**src/rtl/fifo_reader.sv**
```systemverilog
// fifo_reader
//   Drains a show-ahead FIFO into a two-entry output buffer and presents the
//   buffer head on a valid/ready stream. A single-cycle flush discards the
//   buffered words and everything left in the FIFO, and counts them as drops.
//
// Ports
//   rclk        read-domain clock, all registers update on its rising edge
//   rrst_n      synchronous active-low reset
//   rdata       FIFO show-ahead read data, valid whenever rempty=0
//   rempty      FIFO empty flag
//   rinc        FIFO pop strobe, consumes rdata on the edge where it is 1
//   m_data      downstream data (buffer head, registered)
//   m_valid     downstream data valid
//   m_ready     downstream ready
//   flush       single-cycle flush request
//   busy        high whenever the controller is not IDLE
//   rd_count    saturating count of words delivered downstream
//   drop_count  saturating count of words discarded by flush

module fifo_reader #(
  parameter int DW    = 32,
  parameter int CNT_W = 16
) (
  input  logic             rclk,
  input  logic             rrst_n,
  input  logic [DW-1:0]    rdata,
  input  logic             rempty,
  output logic             rinc,
  output logic [DW-1:0]    m_data,
  output logic             m_valid,
  input  logic             m_ready,
  input  logic             flush,
  output logic             busy,
  output logic [CNT_W-1:0] rd_count,
  output logic [CNT_W-1:0] drop_count
);

  typedef enum logic [1:0] {
    IDLE   = 2'd0,
    ACTIVE = 2'd1,
    FLUSH  = 2'd2
  } state_t;

  state_t           state_q, state_d;
  logic [DW-1:0]    head_q, head_d;
  logic [DW-1:0]    tail_q, tail_d;
  logic [1:0]       buf_cnt_q, buf_cnt_d;
  logic [CNT_W-1:0] rd_count_q, rd_count_d;
  logic [CNT_W-1:0] drop_count_q, drop_count_d;
  logic             push;
  logic             pop;

  // Adds up to 3 to a counter and clamps at all-ones instead of wrapping.
  function automatic logic [CNT_W-1:0] sat_add(input logic [CNT_W-1:0] a,
                                               input logic [1:0]       b);
    logic [CNT_W:0] sum;
    sum = {1'b0, a} + {{(CNT_W-1){1'b0}}, b};
    return sum[CNT_W] ? '1 : sum[CNT_W-1:0];
  endfunction

  // In FLUSH the FIFO is drained as fast as it can supply words; otherwise
  // words are only pulled while the buffer has room and no flush is pending.
  assign rinc = rrst_n && !rempty &&
                ((state_q == FLUSH) || ((buf_cnt_q < 2'd2) && !flush));

  assign m_valid    = (buf_cnt_q != 2'd0) && (state_q != FLUSH);
  assign push       = rinc && (state_q != FLUSH);
  // A handshake on the flush cycle is not a delivery; the head is dropped.
  assign pop        = m_valid && m_ready && !flush;

  assign m_data     = head_q;
  assign busy       = (state_q != IDLE);
  assign rd_count   = rd_count_q;
  assign drop_count = drop_count_q;

  always_comb begin
    state_d      = state_q;
    head_d       = head_q;
    tail_d       = tail_q;
    buf_cnt_d    = buf_cnt_q;
    rd_count_d   = rd_count_q;
    drop_count_d = drop_count_q;

    case (state_q)
      FLUSH: begin
        if (rinc) begin
          drop_count_d = sat_add(drop_count_q, 2'd1);
        end
        if (rempty) begin
          state_d = IDLE;
        end
      end

      IDLE, ACTIVE: begin
        if (flush) begin
          state_d      = FLUSH;
          buf_cnt_d    = 2'd0;
          drop_count_d = sat_add(drop_count_q, buf_cnt_q);
        end else begin
          if (pop) begin
            rd_count_d = sat_add(rd_count_q, 2'd1);
          end

          // push needs buf_cnt<2 and pop needs buf_cnt>0, so push+pop only
          // happens with a single word held: the new word becomes the head.
          if (push && pop) begin
            head_d = rdata;
          end else if (push) begin
            if (buf_cnt_q == 2'd0) begin
              head_d = rdata;
            end else begin
              tail_d = rdata;
            end
            buf_cnt_d = buf_cnt_q + 2'd1;
          end else if (pop) begin
            if (buf_cnt_q == 2'd2) begin
              head_d = tail_q;
            end
            buf_cnt_d = buf_cnt_q - 2'd1;
          end

          if (state_q == IDLE) begin
            if (!rempty) begin
              state_d = ACTIVE;
            end
          end else if (rempty && (buf_cnt_d == 2'd0)) begin
            state_d = IDLE;
          end
        end
      end

      default: begin
        state_d   = IDLE;
        buf_cnt_d = 2'd0;
      end
    endcase
  end

  always_ff @(posedge rclk) begin
    if (!rrst_n) begin
      state_q      <= IDLE;
      head_q       <= '0;
      tail_q       <= '0;
      buf_cnt_q    <= 2'd0;
      rd_count_q   <= '0;
      drop_count_q <= '0;
    end else begin
      state_q      <= state_d;
      head_q       <= head_d;
      tail_q       <= tail_d;
      buf_cnt_q    <= buf_cnt_d;
      rd_count_q   <= rd_count_d;
      drop_count_q <= drop_count_d;
    end
  end

endmodule

```
**config.mk**
```make
export PLATFORM = sky130hd
export DESIGN_NAME = fifo_reader
export DESIGN_NICKNAME = d
export VERILOG_FILES = /design/src/rtl/fifo_reader.sv
export SDC_FILE = /design/constraint.sdc
export NUM_CORES = 1
export LEC_CHECK = 0
export CORE_UTILIZATION = 43
export DETAILED_ROUTE_END_ITERATION = 8
export GPL_ROUTABILITY_DRIVEN = 0
export PLACE_DENSITY = 0.8
export SKIP_CTS_REPAIR_TIMING = 1
export SYNTH_ARGS = -nofsm -noshare
export SYNTH_HDL_FRONTEND = slang
export SYNTH_SLANG_ARGS = --single-unit
```
**constraint.sdc**
```tcl
create_clock -name rclk -period 2.7 [get_ports rclk]
set_clock_uncertainty 0.15 [all_clocks]
set_input_delay 0.27 -clock rclk [delete_from_list [all_inputs] [get_ports rclk]]
set_output_delay 0.27 -clock rclk [all_outputs]
set_load 0.02 [all_outputs]
```
==> impl_results.md <==
* Hold WC Path Type: flop to flop
* TritonCTS clock tree: built
* Mapped Cells at 543
* Slowest stage cell, crit path: dfxtp_1
* Rel. slew slack at 0.368
* Status: completed
* Achievable Freq at 0.390 GHz
* Final WL at 11,300 um
* Total CTS buffers at 9
* DIE HEIGHT at 106 um
* Slew Viols, Final at 0
* Fin Hold WS at 0.311 ns
* DR pass1 iterations at 4
* Starting DRT DRC Count at 203
* Clk sinks at 100
* Synth area leader: dfxtp_1
* Syn avg cell area at 8.49 um2
* Crit-path cells: nor2b_1 -> a21oi_1 -> nor3_1 -> clkdlybuf4s50_1
* Reg2reg setup slack at 0.18 ns
* Fin crit period at 2.56 ns
* Final nets at 677
* Final hold violation count at 0
* Synth top area share at 0.434
* Share of layout cells above drive strength 1 at 0.0768
* Share of async-settable or async-resettable flops after synthesis at 0
* Worst R2R Path Depth at 8
* Reg-to-Reg End: drop_count[13]$_SDFFE_PN0P_
* Source of the worst register-to-register timing path: buf_cnt_q[0]$_SDFFE_PN0P_
* Final core occ at 0.582
* Startpoint Class: flop
* Post-synth cell types at 54
* Critical Path AT at 2.14 ns
* Synth top area cells: dfxtp_1 (43%), mux2i_1 (7.8%), nand2_1 (7.1%)
* Peak VDD IR at 0.000319 V
* Die W at 106 um
* Number of enable flip-flop cells after synthesis at 0
* Vias at 4,254
* Vias in the first global route at 4,001
* Worst slack, placed at 0.119 ns
* Clock Tree Root: clkbuf_8
* Routed Antenna Nets at 0
* Synth Flop Type: dfxtp_1
* I/O pins at 104
* Pwr Density at 481 nW/um2
* Top-count cell post-synth: dfxtp_1
* Hold depth at 2
* Total of warnings raised by yosys at 0
* Reported max-cap violation count at 0
* Slowest Stage Delay on Critical Path at 0.63 ns
* Total Neg Setup Slack at 0 ns
* Synthesized Nets at 587
* Clock Latency Late Sink at 0.35 ns
* Seq/Total Area, Yosys at 0.434
* Gr ovfl total at 0
* Final Setup Violations at 0
* Synthesized area at 4610 um2
* First-pass GRT wire length at 18,800 um
* Initial Util at 0.445
* PortBufs at 103
* Leakage at 1.93 nW
* Core ar. at 10,400 um2
* Pin count of the biggest net entering global routing at 90
* Vias/cell at 5.50
* Synth Register Bits at 100
* Hold wc startpoint: tail_q[8]$_SDFFE_PN0P_
* Total GRT Usage at 0.204
* Hold EP: tail_q[8]$_SDFFE_PN0P_
* CP required at 2.28 ns
* Post-DP HPWL at 7770 um
* RSZ-0062 raised after global routing: no
* Initial antenna violation count at 0
* Crit Path Category: flop to primary output
* Critical path endpoint category: primary output
* ANT cells at 0
* P&R area growth vs syn at 30.9%
* Row cnt at 37
* Period utilization at 0.950
* H-tree Lvls at 3
* Max Root-Sink Buffers at 2
* Routed WL per cell at 14.6 um
* Synth cell count leaders: dfxtp_1 (100), nand2_1 (87), nor2_1 (53)
* Reg clk slew, reported paths at 0.10 ns
* Slew @ Worst Pin at 0.948 ns
* DRC violations left at 0
* Total power at 0.00291 W
* Worst-path maximum fanout at 14
* Setup ws final at 0.136 ns
* Area of the die at 11,100 um2
[state kept, by name, summed over array words and instances, names as in the netlist]
signal      cells
m_data         32
tail_q         32
drop_count     16
rd_count       16
buf_cnt_q       2
state_q         2
[routing by layer]
metal / share of wire / GRT usage / wire, um / up-vias
met3: 0.045 / 0.0315 / 508 / 19
met2: 0.48 / 0.337 / 5430 / 113
met5: 0 / 0 / 0 / -
met1: 0.46 / 0.267 / 5170 / 1999
li1: - / - / - / 2123
met4: 0.016 / 0.0784 / 181 / 0
[cell usage in the layout (no fill, tap or decap), types with 3 or more instances in the layout]
cell             count
o21ai_0             11
clkdlybuf4s50_1    103
nand2b_1             6
nand2_1             87
a21oi_1             51
and3_1               4
nor2_1              53
a211oi_1            35
inv_1                8
buf_4                9
nor3_1               9
buf_12               3
a31oi_1              8
mux2i_1             36
xor2_1               5
clkbuf_8            10
nand3_1             16
xnor2_1              6
and4_1               7
nor4_1               3
dfxtp_1             98
ha_1                 6
nor2b_1              4
or2_2                5
nand4_1              7
[cell families (layout without fill, tap and decap cells)]
kind of cell             after synthesis  after routing  synth area share
AO/OA/AOI/OAI                        127            127             0.179
XOR/XNOR                              11             11            0.0209
adder cells (fa/ha/maj)                7              7            0.0206
buffers and inverters                 45            140            0.0412
flip-flops                           100            100             0.434
multiplexers                          36             36            0.0781
AND/OR/NAND/NOR                      217            217             0.226
[critical path: cells and delay by family, from the launching register on]
family                 cells  cell delay, ns
AO/OA/AOI/OAI              1            0.09
buffers and inverters      1            0.63
flip-flops                 1            0.63
AND/OR/NAND/NOR            2            0.46
[worst max-delay path by stage]
stage,startpoint,endpoint,slack [ns],cells past startpoint
3_5_place_dp,buf_cnt_q[1]$_SDFFE_PN0P_,drop_count[15]$_SDFFE_PN0P_,0.12,7
4_1_cts,buf_cnt_q[1]$_SDFFE_PN0P_,drop_count[15]$_SDFFE_PN0P_,0.09,7
2_1_floorplan,drop_count[0]$_SDFFE_PN0P_,drop_count[13]$_SDFFE_PN0P_,0.11,8
6_report,state_q[1]$_SDFFE_PN0P_,rinc,0.14,4
3_3_place_gp,buf_cnt_q[0]$_SDFFE_PN0P_,drop_count[13]$_SDFFE_PN0P_,0.24,8
5_1_grt,state_q[1]$_SDFFE_PN0P_,rinc,0.003,4
[power by group]
| group | leakage [nW] | internal, W | total (W) | switching, W |
|---|---|---|---|---|
| registers | 0.809 | 0.00150 | 0.00152 | 0.0000227 |
| logic | 1.01 | 0.000146 | 0.000299 | 0.000152 |
| clock network | 0.115 | 0.000558 | 0.00109 | 0.000529 |
[layout make-up]
type	count	area, um2
Inverter	9	33.8
Multi-Input combinational cell	398	2440
Fill cell	919	4330
Clock buffer	10	138
Clock inverter	6	96.3
Timing Repair Buffer	115	1160
Sequential cell	100	2000
Tap cell	136	170
[stage by stage]
stage,area (um2),std cells
3_5_place_dp,5790,758
4_1_cts,6020,774
6_report,6040,774
3_3_place_gp,5790,758
2_1_floorplan,4610,543
5_1_grt,6040,774
No activity file was read; power rests on OpenSTA's default activity.
==> RTL edit 1 (same settings) <==
Change the parameter `CNT_W` from 16 to 32.
--- a/src/rtl/fifo_reader.sv
+++ b/src/rtl/fifo_reader.sv
@@ -21,3 +21,3 @@
   parameter int DW    = 32,
-  parameter int CNT_W = 16
+  parameter int CNT_W = 32
 ) (
Interface: changed (resized drop_count and rd_count); port bits go from 104 to 136. The function was not compared with the original's and may differ.
==> RTL edit 1 against the unedited design <==
- the flow now finishes with violations (design-rule violations)
- total power rose by 76%
- sequential cell count up 32
- area after synthesis increased by 41%
- sequential power up 32%
- worst setup slack better by 0.0062 ns
- wire length up 65%
- first-iteration DRC count increased to 3.0 times the old value
- final area rose by 49%
==> RTL edit 1: results (changes against the unedited design) <==
- Status: finished, violations left
- Failing checks: design-rule violations
- Antenna violations before repair: 0 (unchanged)
- Min-Delay Path Class: input pin to flop
- Clk Latency, worst-skew pair: 0.42 ns (+0.07 ns)
- Post-Syn Nets: 817 (+39%)
- Slew @ Worst Pin: 0.554 ns (-0.394 ns)
- Reg2Reg Depth: 8 (unchanged)
- Diodes inserted: 0 (unchanged)
- EDFF count, synth: 0 (unchanged)
- Vias in the first global route: 5982 (+50%)
- Worst Path Max Fanout: 7 (-7)
- Dpl hpwl: 12600 um (+62%)
- RR Endpoint: drop_count[29]
- Drt first pass iters: 9 (+5)
- Routed WL per cell: 16.6 um (+13%)
- Max Root-Sink Buffers: 2 (unchanged)
- Register area share after synthesis: 40.5% (-2.9 points)
- Buffers on Ports: 135 (+31%)
- Fraction of registers with async set/reset: 0% (unchanged)
- R2r setup slk: 0.19 ns
- Placed Area: 0.00831 sq mm (+44%)
- Top post-synthesis cells by count: dfxtp_1 (132), nand2_1 (103), a21oi_1 (77)
- Leak pwr: 0.00301 uW (+56%)
- Beginning of the worst hold path: rdata[13]
- Worst Path Arrival: 2.14 ns (about the same)
- Fraction of layout cells with a size suffix above 1: 11.8% (+4.1 points)
- Gr usage total: 23.5% (+3.1 points)
- Worst-path clk slew: 0.06 ns (-0.04 ns)
- Synth top area cells: dfxtp_1 (41%), nand2_1 (5.9%), a21oi_1 (5.9%)
- Worst flop-to-flop path startpoint: buf_cnt_q[0]
- Vias per Instance: 5.79 (+5.3%)
- NumNets Final: 971 (+43%)
- Root Driver: clkbuf_16
- Maximum ir drop on the vdd rail: 0.409 mV (+28%)
- Yosys warns: 0 (unchanged)
- Global-route wire length before repair: 29800 um (+59%)
- Largest net degree at the start of global routing: 100 (+11%)
- Hold Path Depth: 3 (+1)
- DR iter-0 viols: 603 (+200%)
- Min-Delay Endpoint: tail_q[13]
- DRC viols: 6 (+6)
- CTS buffer count: 17 (+8)
- CTS HTree Levels: 4 (+1)
- Synth cell types: 71 (+31%)
- Fin Hold WS: 0.273 ns (-0.0381 ns)
[RTL edit 1: changes by cell type in the layout (fill, tap and decap cells not counted), moves of 10 or more]
cell             delta
nand4_1            +13
nand2_1            +16
buf_4              +37
dfxtp_1            +34
clkbuf_16          +17
nand3_1            +14
o21ai_0            +11
a21oi_1            +26
and3_1             +11
nor2_1             +10
o211ai_1           +11
clkdlybuf4s50_1    +32
[RTL edit 1: worst max-delay path by stage]
stage / startpoint / endpoint / slack [ns] / cells past startpoint
final: state_q[1] / rinc / 0.14 / 5
after global routing: state_q[1] / rinc / 0.008 / 5
after CTS: buf_cnt_q[0] / m_data[12] / 0.09 / 9
after detailed placement: buf_cnt_q[0] / m_data[12] / 0.11 / 9
after global placement: buf_cnt_q[0] / m_data[30] / 0.20 / 9
after floorplan: drop_count[0] / drop_count[28] / 0.15 / 9
[RTL edit 1: kinds of logic (layout without fill, tap and decap cells)]
kind of cell / after synthesis / count (layout) / synth area share [%]
simple gates: 303 / 303 / 23.6
compound gates: 211 / 211 / 21.6
flops: 132 / 132 / 40.5
buf+inv: 62 / 229 / 4.35
mux: 33 / 33 / 5.06
xor+xnor: 25 / 25 / 3.36
fa+ha+maj: 7 / 7 / 1.46
[RTL edit 1: critical path, stage by stage, from the launching register on]
cell             delay (ns)
dfxtp_1                0.39
nor2b_1                0.29
buf_4                  0.22
nor2_1                 0.06
nor2_1                 0.10
clkdlybuf4s50_1        0.66
[RTL edit 1: metrics by stage]
stage | setup slack, ns | std cells | total power (uW)
CTS | 0.0876 | 1123 | 5140
floorplan | 0.151 | 773 | 2280
detailed placement | 0.105 | 1091 | 2490
finish | 0.142 | 1124 | 5130
global placement | 0.196 | 1091 | 2490
global route | 0.00807 | 1124 | 5280
[RTL edit 1: cell type report]
class	count	area, sq um
sequential	132	2640
multi-input combinational	579	3640
timing repair buffer	186	1790
tap	184	230
inverter	11	41.3
fill	1258	5620
clock buffer	20	457
clock inverter	12	225
[RTL edit 1: per-layer routing]
layer / track usage [%] / part of all wire [%] / up-vias
met3: 4.84 / 6.8 / 53
met2: 38.2 / 48 / 281
met1: 29.8 / 43 / 3024
met4: 11.0 / 2.7 / 0
li1: - / - / 3146
met5: 0 / 0 / -
[RTL edit 1: power by group]
group / total [uW] / internal (uW) / leakage, uW / switching, uW
Clock: 2670 / 1780 / 0.000323 / 883
Sequential: 2010 / 1980 / 0.00107 / 30.9
Combinational: 449 / 206 / 0.00162 / 242
==> RTL edit 2 (config.mk and constraints unchanged) <==
Without the edit above. Register the output `drop_count` once more, cleared by the reset; this adds one clock of latency there. The other outputs are not delayed to match.
--- a/src/rtl/fifo_reader.sv
+++ b/src/rtl/fifo_reader.sv
@@ -73,3 +73,9 @@
   assign rd_count   = rd_count_q;
-  assign drop_count = drop_count_q;
+  always_ff @(posedge rclk) begin
+    if (!rrst_n) begin
+      drop_count <= '0;
+    end else begin
+      drop_count <= drop_count_q;
+    end
+  end
 
Check against the original RTL: not equivalent (a bounded check fails within 4 cycles, from zero or initial values and one cycle with rrst_n low).
==> RTL edit 2 against the unedited design <==
- wire length increased by 26%
- core utilization is 2.3 points higher
- final area grew 21%
- count of clock-buffer cells in the layout rose by 11
- area after synthesis up 16%
- worst setup slack worse by 0.0098 ns
- sequential cell count grew 16
- total power up 63%
- register-to-register slack better by 0.06 ns
- largest cell class unchanged
==> RTL edit 2: results (changes against the unedited design) <==
- Status: finished, final reports clean
- Total number of sequential cells: 116 (+16%)
- Synth cell types: 72 (+33%)
- Area of the multi-input gates: 0.00281 sq mm (+15%)
- Repair and plain buffers: 131 (+14%)
- NumNets Final: 760 (+12%)
- Synth top area cells: dfxtp_1 (43%), a21oi_1 (8.1%), mux2i_1 (6.3%)
- Clock-net power: 2550 uW (+130%)
- Maximum ir drop on the vdd rail: 0.403 mV (+26%)
- Place WS: 0.204 ns (+0.0853 ns)
- Seq/total area: 31.7% (-1.5 points)
- Post-Synth Adder-Cell Area: 1.77% (-0.29 points)
- Gr usage total: 23.0% (+2.6 points)
- CP max stage cell: clkdlybuf4s50_1
- Mux cell area share after synthesis: 6.34% (-1.5 points)
- Largest net degree at the start of global routing: 55 (-39%)
- Overall power: 4750 uW (+63%)
- Routed WL per cell: 15.9 um (+8.7%)
- Top post-synthesis cells by count: dfxtp_1 (116), nand2_1 (89), a21oi_1 (87)
- Met1 usage in global routing: 27.9% (+1.2 points)
- CTS HTree Levels: 4 (+1)
- Filler cells: 1042 (+13%)
- CTS buffer count: 17 (+8)
- Final std cells w/o fill: 897 (+16%)
- Post-Syn Nets: 650 (+11%)
- Drt first pass iters: 5 (+1)
- Fraction of area in multi-input gates: 38.3% (-2.1 points)
- Clk Latency, worst-skew pair: 0.42 ns (+0.07 ns)
- Min-Delay Path Class: input pin to flop
- Met2 usage: 37.2% (+3.4 points)
- Number of non-clock inverters in the layout: 13 (+4)
- Fraction of layout cells with a size suffix above 1: 12.5% (+4.8 points)
- Beginning of the worst hold path: rdata[19]
- Global-route wire length before repair: 23500 um (+25%)
- Vias in the first global route: 4879 (+22%)
- Crit. Startpoint: buf_cnt_q[1]
- Hold Path Depth: 3 (+1)
- Min-Delay Endpoint: tail_q[19]
- Die area: 0.0129 sq mm (+16%)
- Register area share after synthesis: 43.3% (-0.14 points)
- Root Driver: clkbuf_16
- Top delay family on crit path: buffers and inverters
- Worst-path clk slew: 0.05 ns (-0.05 ns)
- Worst Path Max Fanout: 6 (-8)
- Reg2Reg Depth: 7 (-1)
- Leak pwr: 0.00248 uW (+29%)
RTL edit 2: cell types whose count changed after synthesis, moves of 5 or more:
cell / before / now
and2_1: 2 / 14
a31oi_1: 8 / 3
dfxtp_1: 100 / 116
nand3_1: 16 / 11
o21a_1: 1 / 6
o21ai_0: 11 / 5
nor2_1: 53 / 23
a21oi_1: 51 / 87
and4_1: 7 / 2
RTL edit 2: worst max path at each step:
| stage | endpoint | slack (ns) | depth (start not counted) |
|---|---|---|---|
| detailed placement | m_data[5] | 0.20 | 7 |
| finish | m_valid | 0.13 | 4 |
| CTS | rinc | 0.14 | 4 |
| global placement | m_data[15] | 0.28 | 7 |
| floorplan | drop_count_q[15] | 0.41 | 8 |
| global route | m_valid | 0.03 | 4 |
RTL edit 2: worst min-delay path: stages:
cell	delay [ns]
clkdlybuf4s50_1	0.41
nand2_1	0.06
a21oi_1	0.05
RTL edit 2: routing by layer:
metal  part of all wire [%]  wire, um
met1                     42      5950
met2                     49      6920
met3                    7.4      1060
met4                    2.1       303
met5                      0         0
